**config.mk**
```make
export PLATFORM = sky130hd
export DESIGN_NAME = filter_loader
export DESIGN_NICKNAME = d
export VERILOG_FILES = /design/src/rtl/filter_loader.sv
export SDC_FILE = /design/constraint.sdc
export NUM_CORES = 1
export LEC_CHECK = 0
export BUFFER_PORTS_ARGS = -buffer_cell sky130_fd_sc_hd__buf_4
export CAP_MARGIN = 25
export CELL_PAD_IN_SITES_DETAIL_PLACEMENT = 1
export CELL_PAD_IN_SITES_GLOBAL_PLACEMENT = 1
export CORE_ASPECT_RATIO = 0.5
export CORE_MARGIN = 4
export CORE_UTILIZATION = 41
export DETAILED_ROUTE_END_ITERATION = 12
export GPL_TIMING_DRIVEN = 0
export HOLD_SLACK_MARGIN = 0.12
export MAX_ROUTING_LAYER = met4
export PLACE_DENSITY = 0.81
export SETUP_SLACK_MARGIN = 0.05
export SLEW_MARGIN = 10
export SYNTH_ARGS = -nofsm -noshare
export SYNTH_HDL_FRONTEND = slang
export SYNTH_SLANG_ARGS = --single-unit
export TNS_END_PERCENT = 10
```
**constraint.sdc**
```tcl
create_clock -name i_clk -period 2 [get_ports i_clk]
set_input_delay 0.2 -clock i_clk [delete_from_list [all_inputs] [get_ports i_clk]]
set_output_delay 0.2 -clock i_clk [all_outputs]
set_load 0.1 [all_outputs]
```
**src/rtl/filter_loader.sv**
```systemverilog
// rtl/filter_loader.sv - streams nine filter weights from the filter buffer into the convolver shift register
module filter_loader #(
   parameter int WID      = 16,
   parameter int ADDR_W   = 10,
   parameter int NUM_TAPS = 9,
   parameter int RD_LAT   = 1
) (
   input  logic              i_clk,
   input  logic              i_rst,
   input  logic              i_start,
   input  logic              i_clear,
   input  logic [ADDR_W-1:0] i_base_addr,
   output logic              o_mem_rd_en,
   output logic [ADDR_W-1:0] o_mem_addr,
   input  logic [WID-1:0]    i_mem_rd_data,
   output logic [WID-1:0]    o_sr_data,
   output logic              o_sr_shift,
   output logic              o_busy,
   output logic              o_done
);

   typedef enum logic [1:0] {S_IDLE, S_ISSUE, S_DRAIN, S_FINISH} state_t;

   // Weights are issued from the highest index down so that w[0] is shifted in last.
   localparam logic [3:0] LAST_IDX = 4'(NUM_TAPS - 1);
   localparam logic [3:0] TAP_CNT  = 4'(NUM_TAPS);

   state_t            r_state;
   state_t            w_state_nxt;
   logic [3:0]        r_issue_cnt;
   logic [3:0]        w_issue_cnt_nxt;
   logic [3:0]        r_shift_cnt;
   logic [ADDR_W-1:0] r_base;
   logic [ADDR_W-1:0] w_base_nxt;
   logic              r_mem_rd_en;
   logic              w_rd_en_nxt;
   logic [ADDR_W-1:0] r_mem_addr;
   logic [ADDR_W-1:0] w_addr_nxt;
   logic              r_busy;
   logic              w_busy_nxt;
   logic              r_done;
   logic              w_done_nxt;
   logic [RD_LAT-1:0] r_vpipe;
   logic [RD_LAT:0]   w_vcat;
   logic [WID-1:0]    r_sr_data;
   logic              r_sr_shift;

   assign o_mem_rd_en = r_mem_rd_en;
   assign o_mem_addr  = r_mem_addr;
   assign o_sr_data   = r_sr_data;
   assign o_sr_shift  = r_sr_shift;
   assign o_busy      = r_busy;
   assign o_done      = r_done;

   // Read-valid pipe input: the issued read enable enters at the bottom.
   assign w_vcat = {r_vpipe, r_mem_rd_en};

   // State register and registered control outputs.
   always_ff @(posedge i_clk or posedge i_rst) begin
      if (i_rst) begin
         r_state     <= S_IDLE;
         r_issue_cnt <= 4'd0;
         r_base      <= '0;
         r_mem_rd_en <= 1'b0;
         r_mem_addr  <= '0;
         r_busy      <= 1'b0;
         r_done      <= 1'b0;
      end else begin
         r_state     <= w_state_nxt;
         r_issue_cnt <= w_issue_cnt_nxt;
         r_base      <= w_base_nxt;
         r_mem_rd_en <= w_rd_en_nxt;
         r_mem_addr  <= w_addr_nxt;
         r_busy      <= w_busy_nxt;
         r_done      <= w_done_nxt;
      end
   end

   // Next-state and next-output decode; clear overrides everything, including start.
   always_comb begin
      w_state_nxt     = r_state;
      w_issue_cnt_nxt = r_issue_cnt;
      w_base_nxt      = r_base;
      w_rd_en_nxt     = 1'b0;
      w_addr_nxt      = r_mem_addr;
      w_busy_nxt      = r_busy;
      w_done_nxt      = 1'b0;
      case (r_state)
         S_IDLE: begin
            if (i_start) begin
               w_base_nxt      = i_base_addr;
               w_issue_cnt_nxt = LAST_IDX;
               w_busy_nxt      = 1'b1;
               w_state_nxt     = S_ISSUE;
            end
         end
         S_ISSUE: begin
            w_rd_en_nxt = 1'b1;
            w_addr_nxt  = r_base + ADDR_W'(r_issue_cnt);
            if (r_issue_cnt == 4'd0) begin
               w_state_nxt = S_DRAIN;
            end else begin
               w_issue_cnt_nxt = r_issue_cnt - 4'd1;
            end
         end
         S_DRAIN: begin
            // The last weight is on sr_data this cycle; the filter is complete.
            if (r_sr_shift && (r_shift_cnt == TAP_CNT)) begin
               w_state_nxt = S_FINISH;
               w_done_nxt  = 1'b1;
            end
         end
         S_FINISH: begin
            w_busy_nxt  = 1'b0;
            w_state_nxt = S_IDLE;
         end
         default: begin
            w_state_nxt = S_IDLE;
         end
      endcase
      if (i_clear) begin
         w_state_nxt = S_IDLE;
         w_rd_en_nxt = 1'b0;
         w_busy_nxt  = 1'b0;
         w_done_nxt  = 1'b0;
      end
   end

   // Read-valid tracking: capture returning data and strobe the shift register.
   always_ff @(posedge i_clk or posedge i_rst) begin
      if (i_rst) begin
         r_vpipe     <= '0;
         r_sr_data   <= '0;
         r_sr_shift  <= 1'b0;
         r_shift_cnt <= 4'd0;
      end else if (i_clear) begin
         r_vpipe     <= '0;
         r_sr_shift  <= 1'b0;
         r_shift_cnt <= 4'd0;
      end else begin
         r_vpipe <= w_vcat[RD_LAT-1:0];
         if (r_vpipe[RD_LAT-1]) begin
            r_sr_data   <= i_mem_rd_data;
            r_sr_shift  <= 1'b1;
            r_shift_cnt <= r_shift_cnt + 4'd1;
         end else begin
            r_sr_shift <= 1'b0;
            if (r_state == S_IDLE) begin
               r_shift_cnt <= 4'd0;
            end
         end
      end
   end

endmodule

```
# --- Word-level counts from Yosys, hierarchy flattened ---
# Cells that the tools add are included.
word_totals:
  ff_bits: 51
  input_bits: 30
  output_inout_bits: 30
  wordCells: 57
op_classes:
  add_sub_neg: 3
  n_eq_ne: 9
  mux: 22
  n_bitwise: 1
  n_reduce_logical: 11
ops:
  columns: ["cell", "n"]
  rows:
  - ["4-bit 2-to-1 mux", 5]
  - ["10-bit by 4-bit adder with 10-bit output", 1]
  - ["1-bit 2-to-1 mux", 10]
  - ["3-bit inequality test (second input constant)", 3]
  - ["2-bit 2-to-1 mux", 4]
  - ["2-bit case mux with 4 select lines", 1]
  - ["4-bit case mux with 2 select lines", 1]
  - ["2-bit AND reduction", 3]
  - ["3-bit AND reduction", 2]
  - ["3-bit nonzero test", 2]
  - ["4-bit by 1-bit adder with 4-bit output (second input constant)", 1]
  - ["2-bit == test (second input constant)", 2]
  - ["4-bit == test (second input constant)", 1]
  - ["4-bit logical NOT", 1]
  - ["2-bit inequality test (second input constant)", 2]
  - ["4-bit by 1-bit subtractor with 4-bit output (second input constant)", 1]
  - ["2-bit by 1-bit == test with 1-bit output (second input constant)", 1]
  - ["2-bit logical NOT", 1]
  - ["1-bit case mux with 2 select lines", 1]
  - ["2-bit nonzero test", 1]
  - ["1-bit logical AND", 1]
  - ["1-bit inverter", 1]

# --- Depth between registers and ports, before layout ---
logic_depth:
  word_depth: 5
  ltp_mapped: 7
  mapped_depth_nobuf: 7

# --- Worst setup path before layout ---
# No wires, ideal clock.
synth_timing:
  path_kind: "register to register"
  from: "reg r_issue_cnt[0]"
  to: "reg r_mem_addr[8] (netlist: o_mem_addr[8])"
  setup_ps: 137
  arrival_ps: 1569
  t_required_ps: 1863
  path_slack_ps: 294
  stages_incl_launch_ff: 8
  path_buffers: 0
  period_less_slack_ps: 1706
  path_cell_list: "dfrtp_1 > ha_1 > inv_1 > fa_1 > nand2b_1 > a211oi_1 > xnor2_1 > a21oi_1"
synth_via:
  elab_chain_len: 1
synth_lines:
  columns: ["element", "line", "text"]
  rows:
  - ["start, declared", "30", "logic [3:0] r_issue_cnt;"]
  - ["start signal, assigned", "70", "r_issue_cnt <= w_issue_cnt_nxt;"]
  - ["10-bit by 4-bit adder with 10-bit output", "99", "w_addr_nxt = r_base + ADDR_W'(r_issue_cnt);"]
  - ["end signal, assigned", "73", "r_mem_addr <= w_addr_nxt;"]
  - ["end, declared", "37", "logic [ADDR_W-1:0] r_mem_addr;"]
# No other way between the ends.
# A chain may end at the register's enable or synchronous reset.

# --- Worst setup path after layout ---
# Ends and elaborated chain as after synthesis.

==> results.sh <==
export IMPL_start_util_pct=43.2
export IMPL_first_global_vias=1976
export IMPL_ys_warn_count=0
export IMPL_place_congestion=0.782
export IMPL_ys_ff_latch=51
export IMPL_fin_cells=343
export IMPL_synth_edff_count=0
export IMPL_place_area_um2=2980
export IMPL_clock_sinks=51
export IMPL_antenna_cells=0
export IMPL_setup_ws_ns=0.158
export IMPL_drt_iter0_drc=72
export IMPL_synth_fp_nets=245
export IMPL_synthFlopType="dfrtp_1"
export IMPL_cp_end_kind="flip-flop"
export IMPL_wl_per_cell_um=17.9
export IMPL_final_nets=313
export IMPL_worst_path_max_delay_cell="fa_1"
export IMPL_area_growth_pct=30.9
export IMPL_drt_total_wl_mm=6.13
export IMPL_post_cts_buffers=0
export IMPL_synthCells=202
export IMPL_worstReg2RegStart="r_issue_cnt[0]"
export IMPL_cts_buffer_depth=2
export IMPL_r2r_slack_ns=0.16
export IMPL_r2r_end="o_mem_addr[8]"
export IMPL_worstPathCellList="ha_1 -> inv_1 -> fa_1 -> nand2b_4 -> a211oi_4 -> xnor2_1 -> a21oi_1"
export IMPL_vias=1828
export IMPL_start_kind="flip-flop"
export IMPL_min_to="r_base[4]"
export IMPL_hold_class="in2reg"
export IMPL_critPathKind="reg2reg"
export IMPL_die_x_um=117
export IMPL_status="finished clean"
export IMPL_htreeDepth=2
export IMPL_max_stage_delay_ns=0.40
export IMPL_fin_util_pct=56.6
export IMPL_finalCritPeriodShare_pct=92.1
export IMPL_path_clk_slew_ns=0.07
export IMPL_hp_start="i_base_addr[4]"
export IMPL_overflow=0
export IMPL_maxSlewViolCount=0
export IMPL_routed_via_density=5.33
export IMPL_r2r_cells=7
export IMPL_dpl_cell_count=335
export IMPL_cp_max_fo=4
export IMPL_dp_hpwl_mm=4.42
export IMPL_tightest_slew_ns=0.511
export IMPL_clock_latency_ns=0.29
export IMPL_nFillCells=595
export IMPL_rows=19
export IMPL_synth_cell_types=39
export IMPL_grt_start_max_net_pins=31
export IMPL_drc_errors=0
export IMPL_yosysSeqAreaShare_pct=52.6
export IMPL_cap_violations=0
export IMPL_ys_async_sr_fraction_pct=100
export IMPL_cp_arrival_ns=1.99
export IMPL_ant_nets=0
export IMPL_max_freq_mhz=543
export IMPL_cts_tree="built"
export IMPL_setup_viol=0
export IMPL_antenna_found_initial=0
export IMPL_die_h_um=62.4
export IMPL_core_um2=5610
export IMPL_cts_buffers=5
export IMPL_dp_slack_ns=0.112
export IMPL_grt_setup_unrepaired="no"
export IMPL_clock_skew_ns=0.00570
export IMPL_cts_root_buffer="clkbuf_16"
export IMPL_syn_avg_cell_area_um2=12.0
export IMPL_firstDrtPassIters=4
export IMPL_ios=60
export IMPL_final_area_um2=3170
export IMPL_grtUsageTotal_pct=18.2
export IMPL_holdPathStages=2
export IMPL_netlist_area_um2=2420
export IMPL_drive_gt1_share_pct=40.4
export IMPL_cp_required_ns=2.15
export IMPL_grt_pass1_wl_mm=9.98
export IMPL_slew_headroom_pct=65.9
export IMPL_die_area_um2=7280
export IMPL_post_route_min_period_ns=1.84
export IMPL_finalHoldViolations=0
export IMPL_numPortBuffers=59
==> metal layers <==
metal / wire length, um / GRT usage [%] / share of wire [%] / up-vias
met2: 3470 / 34.1 / 57 / 32
li1: - / - / - / 841
met3: 178 / 3.00 / 2.9 / 4
met4: 61 / 5.44 / 0.99 / 0
met5: 0 / - / 0 / -
met1: 2430 / 19.6 / 40 / 951
==> critical path, delay by kind of cell, from the launching register on <==
| kind | cells | cell delay (ns) |
|---|---|---|
| AO/OA/AOI/OAI | 2 | 0.35 |
| XOR/XNOR | 1 | 0.16 |
| adder cells (fa/ha/maj) | 2 | 0.57 |
| buffers and inverters | 1 | 0.05 |
| flip-flops | 1 | 0.37 |
| AND/OR/NAND/NOR | 1 | 0.19 |
==> area by class of cell <==
class	instances	area, um2	area share [%]
Clock buffer	6	129	4.06
Clock inverter	1	30.0	0.946
Tap cell	73	91.3	2.88
Inverter	12	45.0	1.42
Sequential cell	51	1280	40.2
Multi-Input combinational cell	132	1080	34.1
Timing Repair Buffer	61	473	14.9
Buffer	7	46.3	1.46
==> cell usage after synthesis (3+ instances only) <==
cell type / number / share of area [%]
dfrtp_1: 51 / 53
mux2_2: 30 / 14
nor2_1: 14 / 2.2
ha_1: 12 / 6.2
inv_1: 12 / 1.9
a21oi_1: 7 / 1.4
o21ai_0: 7 / 1.4
xnor2_1: 7 / 2.5
nand2_1: 6 / 0.93
nor2b_1: 6 / 1.5
nand2b_1: 5 / 1.3
buf_2: 4 / 0.83
a211oi_1: 3 / 0.93
nand3_1: 3 / 0.62
==> cell usage in the layout (no fill, tap or decap), types with 3 or more instances in the layout <==
master      n
nor2b_1     6
ha_1       12
nand2_1     6
clkbuf_16   5
inv_1      11
dfrtp_1    51
nand2b_1    4
nand3_1     3
mux2_2     30
a21oi_1     7
xnor2_1     7
o21ai_0     6
buf_4      59
buf_2       4
nor2_1     14
==> metrics by stage <==
stage	TNS, ns	hold slack [ns]
finish	0	0.142
CTS	0	0.140
floorplan	0	0.350
detailed placement	0	0.270
global placement	-3.64	0.434
global route	0	0.137
==> flip-flops by register name (all words and copies together), names as in the netlist <==
name and count:
o_mem_addr 10, o_sr_data 16, r_vpipe 1, o_mem_rd_en 1, r_base 10, r_state 2
o_busy 1, o_sr_shift 1, r_issue_cnt 4, r_shift_cnt 4, o_done 1
==> cell families after synthesis <==
logic type,count (synthesis),share of synthesized area [%]
buffers and inverters,19,3.77
xor gates and xnor gates,7,2.53
adders and majority gates,13,7.02
and+or+nand+nor,48,10.7
AOI/OAI and AO/OA,32,8.62
DFF,51,52.6
muxes,32,14.8
==> repair_timing <==
| item | 4_1_cts | 5_1_grt |
|---|---|---|
| resized for setup | 1 | 5 |
| hold buffers | 1 | 0 |
| pin swaps | 0 | 1 |
| hold endpoints to repair | 21 | 0 |
| setup endpoints to repair | 2 | 2 |
| gates cloned | 0 | 0 |
==> worst max path at each step <==
stage | startpoint | endpoint | cells after the start | slack, ns
6_report | r_issue_cnt[0] | o_mem_addr[8] | 7 | 0.16
5_1_grt | r_issue_cnt[0] | o_mem_addr[8] | 7 | 0.05
4_1_cts | r_issue_cnt[0] | o_mem_addr[6] | 7 | 0.02
3_5_place_dp | r_issue_cnt[0] | o_mem_addr[8] | 7 | 0.11
3_3_place_gp | i_rst | o_mem_addr[0] | 2 | -0.07
2_1_floorplan | r_issue_cnt[0] | o_mem_addr[8] | 7 | 0.29
Power is left out: the tool's default activity adds up to more than one toggle a clock period on the data nets, which glitch-free logic cannot reach.
